<file path="src/rtl/ota_trim_sar_ctrl_pkg.sv">
// Shared types and helpers for the OTA offset-trim SAR controller.
// Holds the FSM state encoding, default parameters and small decision functions.
package ota_ctrl_pkg;

    localparam int TRIM_W_DEF = 6;
    localparam int SETTLE_DEF = 16;

    typedef enum logic [2:0] {
        ST_IDLE,
        ST_LOAD,
        ST_SETTLE,
        ST_SAMPLE,
        ST_DECIDE,
        ST_DONE
    } ota_cal_state_t;

    function automatic logic maj3(input logic [2:0] v);
        return (v[0] & v[1]) | (v[0] & v[2]) | (v[1] & v[2]);
    endfunction

    // mask selects the live code bits so one helper serves every TRIM_W up to 8.
    function automatic logic is_rail(input logic [7:0] code, input logic [7:0] mask);
        return ((code & mask) == 8'd0) || ((code & mask) == mask);
    endfunction

endpackage

</file>
<file path="src/rtl/ota_trim_sar_ctrl_if.sv">
// Control bus between the tile top (master) and the trim controller (slave).
// Carries start/manual-write requests in and the trim code plus status out.
interface ota_trim_sar_ctrl_if #(
    parameter int TRIM_W = ota_ctrl_pkg::TRIM_W_DEF
);
    logic              start;
    logic              trim_wr;
    logic [TRIM_W-1:0] trim_wdata;
    logic [TRIM_W-1:0] trim_code;
    logic              cal_en;
    logic              busy;
    logic              done;
    logic              sat;

    modport master (
        output start, trim_wr, trim_wdata,
        input  trim_code, cal_en, busy, done, sat
    );

    modport slave (
        input  start, trim_wr, trim_wdata,
        output trim_code, cal_en, busy, done, sat
    );
endinterface

</file>
<file path="src/rtl/ota_trim_sar_ctrl_cmp_sync.sv">
// Multi-flop synchroniser for asynchronous pad inputs (comparator and other tile pins).
// Output is the last stage of a STAGES-deep chain cleared by rst.
module cmp_sync #(
    parameter int STAGES = 2
) (
    input  logic clk,
    input  logic rst,
    input  logic d,
    output logic q
);
    logic [STAGES-1:0] sync_q;

    // NOTE: sequential state uses non-blocking assignment so every flop samples pre-edge values.
    always_ff @(posedge clk or posedge rst) begin
        if (rst) sync_q <= '0;
        else     sync_q <= (sync_q << 1) | STAGES'(d);
    end

    assign q = sync_q[STAGES-1];
endmodule

</file>
<file path="src/rtl/ota_trim_sar_ctrl.sv">
// Offset-trim controller for the 5T OTA: shorts the inputs, then runs a
// majority-voted successive-approximation search on the trim DAC code.
module ota_trim_sar_ctrl
    import ota_ctrl_pkg::*;
#(
    parameter int TRIM_W        = TRIM_W_DEF,
    parameter int SETTLE_CYCLES = SETTLE_DEF,
    parameter int SYNC_STAGES   = 2
) (
    input  logic clk,
    input  logic rst,
    input  logic cmp_in,
    ota_trim_sar_ctrl_if.slave bus
);
    localparam int CNT_W = $clog2(SETTLE_CYCLES);
    localparam int IDX_W = $clog2(TRIM_W);
    localparam logic [TRIM_W-1:0] MIDSCALE  = TRIM_W'(1) << (TRIM_W - 1);
    localparam logic [7:0]        CODE_MASK = 8'((1 << TRIM_W) - 1);

    ota_cal_state_t    state_q, state_d;
    logic [CNT_W-1:0]  cnt_q;
    logic [IDX_W-1:0]  idx_q;
    logic [2:0]        vote_q;
    logic [TRIM_W-1:0] trim_code_q, decided_code;
    logic              cal_en_q, busy_q, done_q, sat_q;
    logic              cmp_s;

    cmp_sync #(.STAGES(SYNC_STAGES)) u_cmp_sync (
        .clk (clk),
        .rst (rst),
        .d   (cmp_in),
        .q   (cmp_s)
    );

    always_ff @(posedge clk or posedge rst) begin
        if (rst) state_q <= ST_IDLE;
        else     state_q <= state_d;
    end

    // NOTE: every always_comb output gets a default first so no path infers a latch.
    always_comb begin
        state_d      = state_q;
        decided_code = trim_code_q;
        if (maj3(vote_q)) decided_code[idx_q] = 1'b0;
        if (idx_q != '0)  decided_code[idx_q - IDX_W'(1)] = 1'b1;

        unique case (state_q)
            ST_IDLE:   if (bus.start) state_d = ST_LOAD;
            ST_LOAD:   state_d = ST_SETTLE;
            ST_SETTLE: if (cnt_q == CNT_W'(SETTLE_CYCLES - 1)) state_d = ST_SAMPLE;
            ST_SAMPLE: if (cnt_q == CNT_W'(2)) state_d = ST_DECIDE;
            ST_DECIDE: state_d = (idx_q == '0) ? ST_DONE : ST_SETTLE;
            ST_DONE:   state_d = ST_IDLE;
            default:   state_d = ST_IDLE;
        endcase
    end

    always_ff @(posedge clk or posedge rst) begin
        if (rst) begin
            trim_code_q <= MIDSCALE;
            cal_en_q    <= 1'b0;
            busy_q      <= 1'b0;
            done_q      <= 1'b0;
            sat_q       <= 1'b0;
            cnt_q       <= '0;
            idx_q       <= '0;
            vote_q      <= '0;
        end else begin
            // Status flags are registered from the next state so they align with it.
            busy_q <= (state_d != ST_IDLE);
            done_q <= (state_d == ST_DONE);

            unique case (state_q)
                ST_IDLE: begin
                    if (bus.trim_wr && !bus.start) trim_code_q <= bus.trim_wdata;
                end
                ST_LOAD: begin
                    trim_code_q <= MIDSCALE;
                    cal_en_q    <= 1'b1;
                    sat_q       <= 1'b0;
                    idx_q       <= IDX_W'(TRIM_W - 1);
                    cnt_q       <= '0;
                end
                ST_SETTLE: begin
                    cnt_q <= (cnt_q == CNT_W'(SETTLE_CYCLES - 1)) ? '0 : cnt_q + CNT_W'(1);
                end
                ST_SAMPLE: begin
                    vote_q <= {vote_q[1:0], cmp_s};
                    cnt_q  <= (cnt_q == CNT_W'(2)) ? '0 : cnt_q + CNT_W'(1);
                end
                ST_DECIDE: begin
                    trim_code_q <= decided_code;
                    if (idx_q != '0) idx_q <= idx_q - IDX_W'(1);
                end
                ST_DONE: begin
                    cal_en_q <= 1'b0;
                    sat_q    <= is_rail(8'(trim_code_q), CODE_MASK);
                end
                default: ;
            endcase
        end
    end

    assign bus.trim_code = trim_code_q;
    assign bus.cal_en    = cal_en_q;
    assign bus.busy      = busy_q;
    assign bus.done      = done_q;
    assign bus.sat       = sat_q;
endmodule

</file>
<file path="src/flat_wrapper.sv">
// flat-port wrapper written by rule: the top's interface ports become plain ports
module ota_trim_sar_ctrl_flat import ota_ctrl_pkg::*;
#(
    parameter int TRIM_W        = TRIM_W_DEF,
    parameter int SETTLE_CYCLES = SETTLE_DEF,
    parameter int SYNC_STAGES   = 2
)
  (clk, rst, cmp_in, bus_start, bus_trim_wr, bus_trim_wdata, bus_trim_code, bus_cal_en, bus_busy, bus_done, bus_sat);
  ota_trim_sar_ctrl_if #(.TRIM_W(TRIM_W)) bus_i ();
  input  logic clk;
  input  logic rst;
  input  logic cmp_in;
  input wire logic [$bits(bus_i.start)-1:0] bus_start;
  input wire logic [$bits(bus_i.trim_wr)-1:0] bus_trim_wr;
  input wire logic [$bits(bus_i.trim_wdata)-1:0] bus_trim_wdata;
  output wire logic [$bits(bus_i.trim_code)-1:0] bus_trim_code;
  output wire logic [$bits(bus_i.cal_en)-1:0] bus_cal_en;
  output wire logic [$bits(bus_i.busy)-1:0] bus_busy;
  output wire logic [$bits(bus_i.done)-1:0] bus_done;
  output wire logic [$bits(bus_i.sat)-1:0] bus_sat;
  assign bus_i.start = bus_start;
  assign bus_i.trim_wr = bus_trim_wr;
  assign bus_i.trim_wdata = bus_trim_wdata;
  assign bus_trim_code = bus_i.trim_code;
  assign bus_cal_en = bus_i.cal_en;
  assign bus_busy = bus_i.busy;
  assign bus_done = bus_i.done;
  assign bus_sat = bus_i.sat;
  ota_trim_sar_ctrl #(.TRIM_W(TRIM_W), .SETTLE_CYCLES(SETTLE_CYCLES), .SYNC_STAGES(SYNC_STAGES)) u_core (.clk(clk), .rst(rst), .cmp_in(cmp_in), .bus(bus_i));
endmodule
</file>
<file path="config.mk">
export PLATFORM = sky130hd
export DESIGN_NAME = ota_trim_sar_ctrl_flat
export DESIGN_NICKNAME = d
export VERILOG_FILES = /design/src/rtl/ota_trim_sar_ctrl_pkg.sv /design/src/rtl/ota_trim_sar_ctrl_if.sv /design/src/rtl/ota_trim_sar_ctrl_cmp_sync.sv /design/src/rtl/ota_trim_sar_ctrl.sv /design/src/flat_wrapper.sv
export SDC_FILE = /design/constraint.sdc
export NUM_CORES = 1
export LEC_CHECK = 0
export CAP_MARGIN = 30
export CORE_MARGIN = 4
export CORE_UTILIZATION = 35
export CTS_BUF_LIST = sky130_fd_sc_hd__clkbuf_4
export CTS_CLUSTER_SIZE = 20
export DETAILED_ROUTE_END_ITERATION = 8
export PLACE_DENSITY_LB_ADDON = 0.05
export SLEW_MARGIN = 15
export SYNTH_ARGS = -nofsm -noshare
export SYNTH_HDL_FRONTEND = slang
export SYNTH_SLANG_ARGS = --single-unit
</file>
<file path="constraint.sdc">
create_clock -name clk -period 3.7 [get_ports clk]
set_input_delay 0.555 -clock clk [delete_from_list [all_inputs] [get_ports clk]]
set_output_delay 0.555 -clock clk [all_outputs]
set_load 0.05 [all_outputs]
</file>
==> results of run 1 <==
placed cells by master, fill, tap and decap left out, drive strengths merged, types with 5 or more instances in the layout:
cell type	netlist	routed
a21oi	9	9
clkdlybuf4s50	0	20
dfrtp	24	24
inv	5	5
nand2	16	16
nand2b	5	5
nand3	5	5
nor2	10	10
o21ai	12	12
power by group:
group	total, W	switching [W]	internal [W]
logic	0.0000337	0.0000152	0.0000186
registers	0.000279	0.00000204	0.000277
clock network	0.000137	0.0000876	0.0000496
total	0.000450	0.000105	0.000345
cell families (layout without fill, tap and decap cells):
| kind of cell | count (synthesis) | after routing |
|---|---|---|
| xor gates and xnor gates | 2 | 2 |
| muxes | 7 | 7 |
| adders and majority gates | 5 | 5 |
| DFF | 25 | 25 |
| AOI/OAI and AO/OA | 45 | 45 |
| buffers and inverters | 14 | 31 |
| and+or+nand+nor | 57 | 57 |
metal layers:
metal / share of wire / up-vias
met2: 0.48 / 21
met3: 0.031 / 7
met4: 0.016 / 0
met5: 0 / -
li1: - / 599
met1: 0.47 / 573
cell type report:
type | instances | area [µm²]
clock buffers | 4 | 30.0
inverters | 5 | 18.8
well taps | 50 | 62.6
fillers | 407 | 2270
flip-flops and latches | 25 | 627
multi-input cells | 116 | 758
repair buffers | 22 | 235
how the worst max path moves through the flow:
stage,end,cells past startpoint
2_1_floorplan,u_core.bus.trim_code[5]$_DFFE_PP1P_,7
3_3_place_gp,u_core.bus.trim_code[2]$_DFFE_PP0P_,6
3_5_place_dp,u_core.bus.trim_code[2]$_DFFE_PP0P_,6
4_1_cts,bus_trim_code[5],1
5_1_grt,bus_trim_code[5],1
6_report,bus_trim_code[5],1
registers in the layout, summed over array words and instances (netlist names):
signal	flops
u_core.bus.trim_code	6
u_core.vote_q	3
u_core.bus.done	1
u_core.cnt_q	4
u_core.u_cmp_sync.sync_q	2
u_core.bus.busy	1
u_core.bus.sat	1
u_core.bus.cal_en	1
u_core.idx_q	3
u_core.state_q	3
metrics by stage:
stage	cells	total power (W)
floorplan	155	0.000299
global placement	217	0.000315
detailed placement	218	0.000319
CTS	222	0.000458
global route	222	0.000472
finish	222	0.000450
==> out/results.ini, run 1 <==
[worst_setup_path]
cp_top_family=buffers and inverters
path_cells=clkdlybuf4s50_1
crit_required_ns=3.14
arrival_ns=1.73
slowest_stage=clkdlybuf4s50_1
path_max_fanout=5
reg2reg_to=u_core.bus.trim_code[3]$_DFFE_PP0P_
worstSetupPathType=flip-flop to output pin
timing.rr.start=u_core.idx_q[0]$_DFFE_PP0P_
crit_start=u_core.bus.trim_code[5]$_DFFE_PP1P_
rrSetupSlack_ns=1.65
cp-end-kind=output pin
r2r_cells=6
critPathMaxStageDelay_ns=0.80
critical_path_buf_inv_count=1
startpoint_type=flip-flop

[place]
place.gp.congestion=0.775
dp_hpwl_um=2440
numPortBuffers=20
dpl_cell_area_um2=1700
pre_cts_ws_ns=1.67

[detailed_routing]
wirelength_um=3340
first_iter_violations=59
route.vias.total=1200
wl_per_cell_um=15.0
viasPerCell=5.41
first_pass_iters=4
ant_nets=0
drc=0

[logic_synthesis]
synth_top_area_frac=0.412
synth_xor_area_frac=0.0120
synthAdderAreaFrac=0.0412
syn_nets=170
yosys_warnings=0
synth_top_family_by_area=simple AND/OR/NAND/NOR gates
synth.most_common_cell=dfrtp_1
synth.area.mux_share=0.0515
synthArstFlopShare=1.00
ys_top_cells_by_count=dfrtp_1 (24), nand2_1 (16), o21ai_0 (12), nor2_1 (10), a21oi_1 (9)
netlist_instances=155
syn_area_per_cell_um2=9.40
ys_types=45
synth-edff-count=0
synth_area_leaders=dfrtp_1 (41%), o21ai_0 (4.1%), nand2_1 (4.1%), ha_1 (3.4%), a21oi_1 (3.1%)
ys.flop_type=dfrtp_1
yosys.area_share.simple=0.209
netlist_area_um2=1460
yosysSeqAreaShare=0.430
yosysTopAreaCell=dfrtp_1
ys_ff_latch=25
synth-compound-area-share=0.207

[final_layout]
area_growth_pct=18.8
nets=188
final_util=0.433
drive_gt1_frac=0.110
n_antenna_cell=0
fin_area_um2=1730

[clocking]
hold_buffers=0
post-cts-setup-buffer-count=0
cts_tree=done
clk_latency_ns=0.33
cts_sinks=25
cts_inserted_buffers=3
clkTransAtPathRegs_ns=0.14
root_buffer=clkbuf_4
cts_max_path_buffers=2
ctsResizeCount=0
cts_max_level=1

[run]
cap_violations=0

[global_route]
grt_pass1_vias=1227
antenna_found_initial=0
gr-max-usage-layer=met2
grt.met2_usage=0.232
grt_start_max_net_pins=20
grt_use_total=0.139
overflow=0
grtUsageMet1=0.186
grt_pass1_wl_um=5850
gr-usage-met3=0.0180

[min_path]
min_path_type=flip-flop to flip-flop
whs_endpoint=u_core.u_cmp_sync.sync_q[1]$_DFF_PP0_
holdCritStartpoint=u_core.u_cmp_sync.sync_q[0]$_DFF_PP0_
hold_path_depth=0

[floorplanning]
io_pins=21
die_h_um=72.5
die-width_um=72.5
dieArea_um2=5260
fp.coreArea_um2=4000
rows=23
start_util=0.364

[timing]
slew_violations=0
post-route-worst-setup-slack_ns=1.42
setup_tns_ns=0
clock_skew_ns=0.00158
period_share=0.617
worst_slew_pin_slew_ns=0.632
max_slew_margin=0.579
fmax_ghz=0.438
hold_viol=0
fin_crit_ns=2.28
rsz0062_at_grt=false
hold_ws_ns=0.366
setup_viol=0

[pwr]
p_leak_nw=0.706
power_density_nw_per_um2=260
ir_drop_mv=0.150

[run_status]
status=finished clean

No activity file was read; power rests on OpenSTA's default activity.
==> inputs of run 2 (changes only) <==
Clock period 3.7 ns to 2.38 ns, I/O delays scaled along.
==> run 2 against run 1 <==
Effect of this change: cell area fell by 0.29%; critical path depth did not move; die area did not move; largest power group unchanged; critical path type unchanged.
==> out/results.ini, run 2 (synthesis results as in run 1) <==
[run_status]
status=finished clean

[place]
dpl_cell_area_um2=1700
place.gp.congestion=0.813
numPortBuffers=20
dp_cells=220
dp_hpwl_um=2500

[worst_setup_path]
startpoint_type=flip-flop
critPathMaxStageDelay_ns=0.81
critical_path_buf_inv_count=1
cp_top_family=buffers and inverters
worstSetupPathType=flip-flop to output pin
slowest_stage=clkdlybuf4s50_1
arrival_ns=1.72
reg2reg_to=u_core.bus.trim_code[5]$_DFFE_PP1P_
timing.rr.start=u_core.idx_q[1]$_DFFE_PP0P_
rrSetupSlack_ns=0.56
path_cells=clkdlybuf4s50_1
r2r_cells=6
cp-end-kind=output pin
path_max_fanout=5
crit_required_ns=2.02

[clocking]
hold_buffers=0
cts_inserted_buffers=3
clk_latency_ns=0.32
clkTransAtPathRegs_ns=0.14
ctsResizeCount=0
root_buffer=clkbuf_4
cts_tree=done
cts_sinks=25
post-cts-setup-buffer-count=0
cts_max_level=1
cts_max_path_buffers=2

[pwr]
ir_drop_mv=0.185
switching_share=0.230
p_switching_w=0.000159
power_density_nw_per_um2=401
intPower_w=0.000533
p_comb_frac=0.070
p_leak_nw=0.707
p_seq_frac=0.627
clkPwrFrac=0.304

[final_layout]
final_common_cell=dfrtp_1
nets=190
fillers=413
regArea_um2=627
largest_reg_flops=6
multi_input_comb_area_um2=758
n_antenna_cell=0
area_growth_pct=18.5
layout_common_cells=dfrtp_1 (24), clkdlybuf4s50_1 (20), nand2_1 (16)
stdcell_count=224
fin_area_um2=1730
drive_gt1_frac=0.121
final_util=0.432

[floorplanning]
io_pins=21
die_h_um=72.5
start_util=0.364
dieArea_um2=5260
die-width_um=72.5
fp.coreArea_um2=4000
rows=23

[detailed_routing]
wl_met3_um=81
wl_per_cell_um=15.1
ant_nets=0
first_iter_violations=58
wl_met2_um=1710
first_pass_iters=4
viasPerCell=5.42
wirelength_um=3390
drc=0
highest_layer=met4
wl_met1_um=1570
route.vias.total=1213

[timing]
max_slew_margin=0.634
worst_slew_pin_slew_ns=0.550
setup_tns_ns=0
hold_viol=0
slew_violations=0
setup_viol=0
clock_skew_ns=0.00540
fin_crit_ns=2.08
fmax_ghz=0.481
period_share=0.874
rsz0062_at_grt=false

[global_route]
grt_start_max_net_pins=26
overflow=0
antenna_found_initial=0
grt_use_total=0.137
grt_pass1_wl_um=5780
grt_pass1_vias=1229

[min_path]
min_path_type=primary input to async pin

[run]
cap_violations=0

[run 2: worst max-delay path by stage]
stage               cells after the start  slack [ns]                                   to                           startpoint
global route                            1        0.23                     bus_trim_code[5]  u_core.bus.trim_code[5]$_DFFE_PP1P_
CTS                                     1        0.28                     bus_trim_code[5]  u_core.bus.trim_code[5]$_DFFE_PP1P_
floorplan                               7        0.62  u_core.bus.trim_code[5]$_DFFE_PP1P_          u_core.idx_q[0]$_DFFE_PP0P_
finish                                  1        0.30                     bus_trim_code[5]  u_core.bus.trim_code[5]$_DFFE_PP1P_
detailed placement                      6        0.61  u_core.bus.trim_code[3]$_DFFE_PP0P_          u_core.idx_q[1]$_DFFE_PP0P_
global placement                        6        0.66  u_core.bus.trim_code[5]$_DFFE_PP1P_          u_core.idx_q[0]$_DFFE_PP0P_
[run 2: layout make-up]
cell class,count,area share
multi-input cells,116,0.439
flip-flops and latches,25,0.363
repair buffers,24,0.133
well taps,50,0.0362
clock buffers,4,0.0174
inverters,5,0.0109
[run 2: power groups by stage]
stage / Clock, W / Sequential [W] / Combinational [W]
6_report: 0.000210 / 0.000434 / 0.0000482
5_1_grt: 0.000236 / 0.000435 / 0.0000543
4_1_cts: 0.000219 / 0.000434 / 0.0000497
3_5_place_dp: 0 / 0.000442 / 0.0000495
3_3_place_gp: 0 / 0.000441 / 0.0000497
2_1_floorplan: 0 / 0.000446 / 0.0000187
[run 2: layer usage]
layer / up-vias / track usage
li1: 604 / -
met1: 591 / 0.171
met2: 14 / 0.242
met3: 4 / 0.0222
met4: 0 / 0.0369
met5: - / 0
[run 2: through the flow]
| stage | worst slack [ns] | total power [W] | hold slack (ns) |
|---|---|---|---|
| after global routing | 0.228 | 0.000725 | 0.389 |
| after CTS | 0.284 | 0.000703 | 0.375 |
| after global placement | 0.657 | 0.000491 | 0.336 |
| after floorplan | 0.620 | 0.000464 | 0.331 |
| after detailed placement | 0.605 | 0.000491 | 0.343 |
| final | 0.300 | 0.000692 | 0.363 |
==> inputs of run 3 (changes only) <==
Settings changed: CAP_MARGIN 30 to unset, CORE_UTILIZATION 35 to 55.
==> run 3 against run 2 <==
Effect of this change: wire length decreased by 7.1%; critical path depth unchanged; global-route usage is 6.1 points higher; highest routed layer unchanged.
==> out/results.ini, run 3 (synthesis results as in run 1) <==
[run_status]
status=finished clean

[detailed_routing]
wirelength_um=3140
wl_per_cell_um=15.4
first_pass_iters=4
route.vias.total=1224
ant_nets=0
first_iter_violations=46
drc=0
viasPerCell=6.00

[pwr]
ir_drop_mv=0.366
power_density_nw_per_um2=403
p_leak_nw=0.707

[worst_setup_path]
worstSetupPathType=flip-flop to output pin
startpoint_type=flip-flop
rrSetupSlack_ns=0.42
path_cells=clkdlybuf4s50_1
critical_path_buf_inv_count=1
reg2reg_to=u_core.bus.trim_code[5]$_DFFE_PP1P_
slowest_stage=clkdlybuf4s50_1
path_max_fanout=5
timing.rr.start=u_core.idx_q[0]$_DFFE_PP0P_
cp-end-kind=output pin
crit_required_ns=2.02
arrival_ns=1.75
critPathMaxStageDelay_ns=0.81
cp_top_family=buffers and inverters
r2r_cells=6

[timing]
clock_skew_ns=0.0104
setup_tns_ns=0
setup_viol=0
period_share=0.884
fin_crit_ns=2.10
hold_viol=0
worst_slew_pin_slew_ns=0.536
fmax_ghz=0.476
rsz0062_at_grt=false
max_slew_margin=0.642
slew_violations=0
hold_ws_ns=0.350

[clocking]
clk_latency_ns=0.33
post-cts-setup-buffer-count=0
cts_inserted_buffers=3
root_buffer=clkbuf_4
cts_max_level=1
cts_sinks=25
cts_max_path_buffers=2
cts_tree=done
hold_buffers=0
clkTransAtPathRegs_ns=0.15
ctsResizeCount=0

[floorplanning]
die-width_um=59.5
start_util=0.583
rows=18
dieArea_um2=3540
fp.coreArea_um2=2500
die_h_um=59.5
io_pins=21

[final_layout]
final_common_cell=dfrtp_1
n_antenna_cell=0
nets=190
drive_gt1_frac=0.121
fillers=216
largest_reg_flops=6
stdcell_count=204
area_growth_pct=16.6
fin_area_um2=1700
multi_input_comb_area_um2=758
layout_common_cells=dfrtp_1 (24), clkdlybuf4s50_1 (20), nand2_1 (16)
final_util=0.680
regArea_um2=627

[place]
place.gp.congestion=0.915
dpl_cell_area_um2=1670
numPortBuffers=20
dp_cells=200
dp_hpwl_um=2340

[global_route]
grt_pass1_vias=1159
overflow=0
antenna_found_initial=0
grt_pass1_wl_um=5360
grt_use_total=0.198
grt_start_max_net_pins=18

[run]
cap_violations=0

[min_path]
min_path_type=primary input to async pin

run 3: cell count changes in the layout (fill, tap and decap cells not counted):
| cell | delta |
|---|---|
| clkinv_2 | +1 |
| clkbuf_4 | -1 |
run 3: worst max path at each step:
| stage | depth (start not counted) | slack (ns) | start | end |
|---|---|---|---|---|
| 2_1_floorplan | 7 | 0.62 | u_core.idx_q[0]$_DFFE_PP0P_ | u_core.bus.trim_code[5]$_DFFE_PP1P_ |
| 3_3_place_gp | 6 | 0.54 | u_core.idx_q[0]$_DFFE_PP0P_ | u_core.bus.trim_code[5]$_DFFE_PP1P_ |
| 3_5_place_dp | 6 | 0.48 | u_core.idx_q[0]$_DFFE_PP0P_ | u_core.bus.trim_code[5]$_DFFE_PP1P_ |
| 4_1_cts | 1 | 0.28 | u_core.bus.trim_code[5]$_DFFE_PP1P_ | bus_trim_code[5] |
| 5_1_grt | 1 | 0.24 | u_core.bus.trim_code[5]$_DFFE_PP1P_ | bus_trim_code[5] |
| 6_report | 1 | 0.28 | u_core.bus.trim_code[5]$_DFFE_PP1P_ | bus_trim_code[5] |
run 3: area by class of cell:
type / instances / area share
tap: 30 / 0.0221
sequential: 25 / 0.369
clock buffer: 3 / 0.0133
multi-input combinational: 116 / 0.446
clock inverter: 1 / 0.00295
timing repair buffer: 24 / 0.135
inverter: 5 / 0.0110
run 3: per-stage QoR:
step,total power (W),setup slack (ns)
after floorplan,0.000464,0.620
after global placement,0.000491,0.539
after detailed placement,0.000492,0.484
after CTS,0.000689,0.279
after global routing,0.000711,0.241
final,0.000685,0.277
run 3: power by group:
| group | internal [W] | leakage (nW) | total (W) | switching (W) |
|---|---|---|---|---|
| Clock | 0.0000631 | 0.0177 | 0.000202 | 0.000139 |
| Combinational | 0.0000265 | 0.394 | 0.0000496 | 0.0000232 |
| Sequential | 0.000431 | 0.296 | 0.000434 | 0.00000352 |
| Total | 0.000520 | 0.707 | 0.000685 | 0.000165 |
run 3: layer usage:
layer,vias to the layer above,share of wire,routed length (µm),GRT usage
li1,602,-,-,-
met1,577,0.44,1380,0.266
met2,39,0.48,1510,0.329
met3,6,0.067,212,0.0218
met4,0,0.014,45,0.0647
met5,-,0,0,0
